--- src/rtl/pipe_skid_stage_pkg.sv ---
// Shared pipeline definitions for the skid stage.
// Holds the occupancy state encoding and the stage mode selectors.
package pipe_skid_stage_pkg;

  typedef enum logic [1:0] {
    ST_EMPTY = 2'd0,
    ST_BUSY  = 2'd1,
    ST_FULL  = 2'd2
  } skid_state_e;

  localparam int MODE_REG  = 0;
  localparam int MODE_SKID = 1;

endpackage

--- src/rtl/pipe_data_reg.sv ---
// Payload register with load enable and synchronous clear.
// Clear wins over load.
module pipe_data_reg #(
  parameter int WIDTH = 96
) (
  input  logic             clk,
  input  logic             clr,
  input  logic             ld,
  input  logic [WIDTH-1:0] d,
  output logic [WIDTH-1:0] q
);

  // Capture payload on load, zero on clear.
  always_ff @(posedge clk) begin
    if (clr)
      q <= '0;
    else if (ld)
      q <= d;
  end

endmodule

--- src/rtl/pipe_skid_stage.sv ---
// Valid/ready pipeline stage: single register or two-entry skid buffer.
// out_data is always the main entry; the skid entry refills main on drain.
module pipe_skid_stage
  import pipe_skid_stage_pkg::*;
#(
  parameter int WIDTH      = 96,
  parameter int MODE       = MODE_SKID,
  parameter int CLEAR_DATA = 1
) (
  input  logic             clk,
  input  logic             rst,
  input  logic             flush,
  input  logic             in_valid,
  output logic             in_ready,
  input  logic [WIDTH-1:0] in_data,
  output logic             out_valid,
  input  logic             out_ready,
  output logic [WIDTH-1:0] out_data,
  output logic [1:0]       occupancy
);

  skid_state_e state, state_n;

  logic             in_fire;
  logic             out_fire;
  logic             main_ld;
  logic             main_from_skid;
  logic             skid_ld;
  logic             data_clr;
  logic [WIDTH-1:0] main_d;
  logic [WIDTH-1:0] main_q;
  logic [WIDTH-1:0] skid_q;

  assign out_valid = (state != ST_EMPTY);
  assign out_data  = main_q;
  assign occupancy = state;
  assign in_fire   = in_valid & in_ready;
  assign out_fire  = out_valid & out_ready;

  // State register; reset and flush both empty the stage.
  always_ff @(posedge clk) begin
    if (rst)
      state <= ST_EMPTY;
    else
      state <= state_n;
  end

  // Next-state and data-path load selection.
  always_comb begin
    state_n        = state;
    main_ld        = 1'b0;
    main_from_skid = 1'b0;
    skid_ld        = 1'b0;
    unique case (state)
      ST_EMPTY: begin
        if (in_fire) begin
          state_n = ST_BUSY;
          main_ld = 1'b1;
        end
      end
      ST_BUSY: begin
        if (in_fire && out_fire) begin
          main_ld = 1'b1;
        end else if (in_fire && MODE == MODE_SKID) begin
          state_n = ST_FULL;
          skid_ld = 1'b1;
        end else if (!in_fire && out_fire) begin
          state_n = ST_EMPTY;
        end
      end
      ST_FULL: begin
        if (out_fire) begin
          state_n        = ST_BUSY;
          main_ld        = 1'b1;
          main_from_skid = 1'b1;
        end
      end
      default: state_n = ST_EMPTY;
    endcase
    if (rst || flush) begin
      state_n = ST_EMPTY;
      main_ld = 1'b0;
      skid_ld = 1'b0;
    end
  end

  // Registered ready breaks the out_ready -> in_ready path in skid mode.
  generate
    if (MODE == MODE_SKID) begin : g_skid_rdy
      logic rdy_q;
      // Ready is high whenever the next state still has a free entry.
      always_ff @(posedge clk) begin
        if (rst)
          rdy_q <= 1'b1;
        else
          rdy_q <= (state_n != ST_FULL);
      end
      assign in_ready = rdy_q;
    end else begin : g_comb_rdy
      assign in_ready = !out_valid | out_ready;
    end
  endgenerate

  assign data_clr = (CLEAR_DATA != 0) && (rst || flush);
  assign main_d   = main_from_skid ? skid_q : in_data;

  pipe_data_reg #(.WIDTH(WIDTH)) u_main (
    .clk (clk),
    .clr (data_clr),
    .ld  (main_ld),
    .d   (main_d),
    .q   (main_q)
  );

  pipe_data_reg #(.WIDTH(WIDTH)) u_skid (
    .clk (clk),
    .clr (data_clr),
    .ld  (skid_ld),
    .d   (in_data),
    .q   (skid_q)
  );

endmodule
--- config.mk ---
export PLATFORM = sky130hd
export DESIGN_NAME = pipe_skid_stage
export DESIGN_NICKNAME = d
export VERILOG_FILES = /design/src/rtl/pipe_skid_stage_pkg.sv /design/src/rtl/pipe_data_reg.sv /design/src/rtl/pipe_skid_stage.sv
export SDC_FILE = /design/constraint.sdc
export NUM_CORES = 1
export LEC_CHECK = 0
export CAP_MARGIN = 15
export CORE_UTILIZATION = 50
export CTS_CLUSTER_DIAMETER = 100
export DETAILED_ROUTE_END_ITERATION = 16
export PLACE_DENSITY = 0.77
export RECOVER_POWER = 100
export SKIP_LAST_GASP = 1
export SYNTH_ARGS = -nofsm -noshare
export SYNTH_HDL_FRONTEND = slang
export SYNTH_SLANG_ARGS = --single-unit
--- constraint.sdc ---
create_clock -name clk -period 4.5 [get_ports clk]
set_clock_uncertainty 0.2 [all_clocks]
set_input_delay 0.9 -clock clk [delete_from_list [all_inputs] [get_ports clk]]
set_output_delay 0.9 -clock clk [all_outputs]
set_load 0.02 [all_outputs]
==> metrics.yaml <==
outcome: "complete, but fails checks"
violations: "capacitance limit, slew limit"
synth_seq_cells: 195
cp_slowest_stage_delay_ps: 1530
min_period_over_period: 0.7624
clock_latency_ps: 430
antenna_cells: 0
drive_gt1_frac: 0.05637
synth_nets: 974
hold_slack_ps: 252.9
root_buffer: "clkbuf_16"
dr_total_vias: 6605
final_util: 0.6323
critPathLaunchType: "primary input"
synth_area_leaders: "dfxtp_1, a2111oi_2, mux2i_1"
final_max_slew_viol_count: 49
wl_um: 19670
crit_type: "in -> reg"
relSlewSlack: -0.3631
p_sw_frac: 0.2503
ir_worst_vdd_mv: 0.2740
rows: 47
gp_congestion: 0.7476
antenna_found_initial: 0
die_w_um: 131.8
yosysTopAreaCell: "dfxtp_1"
core_mm2: 0.01652
fin_area_mm2: 0.01045
synth_top_area_frac: 0.4632
fin_cells: 1249
cts_tree: "yes"
layout_setup_ws_ps: 1069
portBuffers: 200
cp.required_ps: 4650
hold_path.class: "reg -> reg"
die_area_mm2: 0.01738
drcViolationCount: 0
internal_power_mw: 2.760
syn2layout_area_growth_pct: 23.98
min_period_ps: 3431
cts_inserted_buffers: 17
cp_slowest_cell: "nor2_2"
num_io_pins: 201
netlist_area_mm2: 0.008428
placed_cell_area_mm2: 0.01036
max_cap_violations: 1
pwr-share-seq: 0.490
grt_first_pass_wirelength_um: 32130
critPathArrivalTime_ps: 3580
wl_per_cell_um: 15.75
cts_resized: 0
p_sw_mw: 0.9218
pwr-share-comb: 0.124
overflow: 0
htreeDepth: 4
rsz0062_at_grt: "no"
use_met1: 0.2971
timing.setup.tns_ps: 0
cts_buffer_depth: 2
dr.pass1.iters: 4
synth_cells: 873
power_mw: 3.682
path_buf_inv: 2
final-hold-violation-count: 0
crit_path_end_kind: "register"
syn_avg_cell_area_um2: 9.654
grt_use_total: 0.2272
ys_types: 30
place_ws_ps: 1205
power.density_mw_per_mm2: 352.4
seq_area_frac_synth: 0.4632
dp.cells: 1218
crit_chain: "clkbuf_1 -> nor2_2 -> buf_4 -> nand2_1 -> o21ai_0"
use_met3: 0.04883
final_nets: 1118
post_cts_buffers: 0
path_clk_slew_ps: 70
cts.sinks: 195
avgViaCountPerCell: 5.288
yosys_warnings: 0
clock.fmax_mhz: 291.5
final_antenna_net_count: 0
grt_pass1_vias: 6345
p_leak_nw: 4.529
drt_iter0_drc: 430
clkPwrFrac: 0.386
dieHeight_um: 131.8
hold_buffers: 0
grt_max_degree: 115
grt-busiest-layer: "met2"
critPathTopFamily: "simple AND/OR/NAND/NOR gates"
critPathMaxFanout: 51
initial_core_util: 0.5100
hpwl_um: 11980
setup_viol: 0
worst_pin_slew_ps: 2042
use_met2: 0.3651
[metal layers]
metal | part of all wire | wire [um] | up-vias
li1 | - | - | 3388
met5 | 0 | 0 | -
met4 | 0.026 | 518 | 0
met3 | 0.040 | 789 | 32
met1 | 0.48 | 9352 | 3032
met2 | 0.46 | 9009 | 153
[worst min-delay path: stages, from the launching register on]
cell and delay (ps):
dfxtp_1 310, nand2_1 50, o21ai_1 50
[worst paths after layout]
path,from,to,slack (ps),cells past startpoint
worst max-delay path,rst,u_skid.q[66],1070,5
worst min-delay path,u_skid.q[35],u_skid.q[35],250,2
worst max register to register,occupancy[1],u_main.q[46],2020,5
worst min register to register,u_skid.q[35],u_skid.q[35],250,2
[placed cells by master (no fill, tap or decap)]
| cell type | count |
|---|---|
| clkbuf_8 | 5 |
| or3b_4 | 1 |
| o21a_1 | 1 |
| a2111oi_2 | 15 |
| buf_12 | 5 |
| nand3b_1 | 3 |
| or2_1 | 1 |
| clkbuf_16 | 17 |
| nand2_1 | 193 |
| clkdlybuf4s50_1 | 97 |
| nand3_1 | 1 |
| o211ai_1 | 1 |
| a21oi_1 | 1 |
| nor4_4 | 1 |
| clkinv_2 | 2 |
| buf_4 | 6 |
| clkinv_4 | 2 |
| mux2i_1 | 96 |
| inv_1 | 1 |
| dlygate4sd3_1 | 101 |
| nor2_2 | 1 |
| clkinvlp_4 | 3 |
| a21o_1 | 1 |
| nor2_1 | 96 |
| a2111oi_0 | 79 |
| a2111oi_1 | 2 |
| clkbuf_1 | 3 |
| o21ai_0 | 96 |
| or3_1 | 1 |
| o21ai_1 | 1 |
| dfxtp_1 | 195 |
| nand4b_1 | 1 |
[cell families (layout without fill, tap and decap cells)]
family	count (synthesis)	in the layout	share of synthesized area
AND/OR/NAND/NOR	299	299	0.1391
AO/OA/AOI/OAI	197	197	0.2254
flip-flops	195	195	0.4632
multiplexers	96	96	0.1140
buffers and inverters	86	242	0.05834
[registers in the layout (all words and copies together), names as in the netlist]
register	flops
u_main.q	96
in_ready	1
u_skid.q	96
occupancy	2
[synth_stat cells]
library cell,instances
or3_1,1
or2_1,1
inv_1,1
o211ai_2,1
nand3_1,1
a2111oi_0,2
a2111oi_1,17
o21ai_0,48
nand4b_1,1
dfxtp_1,195
o21a_1,1
buf_8,1
clkbuf_1,32
nor2_2,1
buf_2,22
o21ai_1,39
a21o_1,1
buf_1,1
or3b_4,1
clkbuf_2,5
nand3b_1,3
nand2_1,193
buf_6,9
mux2i_1,96
o21ai_2,10
a21oi_1,1
buf_4,15
nor4_4,1
nor2_1,96
a2111oi_2,77
[power groups by stage]
stage / sequential, mW / combinational (mW) / clock (mW)
CTS: 1.81 / 0.548 / 1.45
global route: 1.81 / 0.493 / 1.52
global placement: 1.85 / 0.538 / 0
floorplan: 1.90 / 0.254 / 0
finish: 1.81 / 0.456 / 1.42
detailed placement: 1.85 / 0.546 / 0
[final cells by class]
type	count	area, um2
tap	220	275.3
fill	1430	6076
clock inverter	7	50.05
multi-input combinational	592	3583
inverter	1	3.754
timing repair buffer	210	2131
clock buffer	24	501.7
sequential	195	3904
Note: power is estimated with default switching activity, not from simulation.
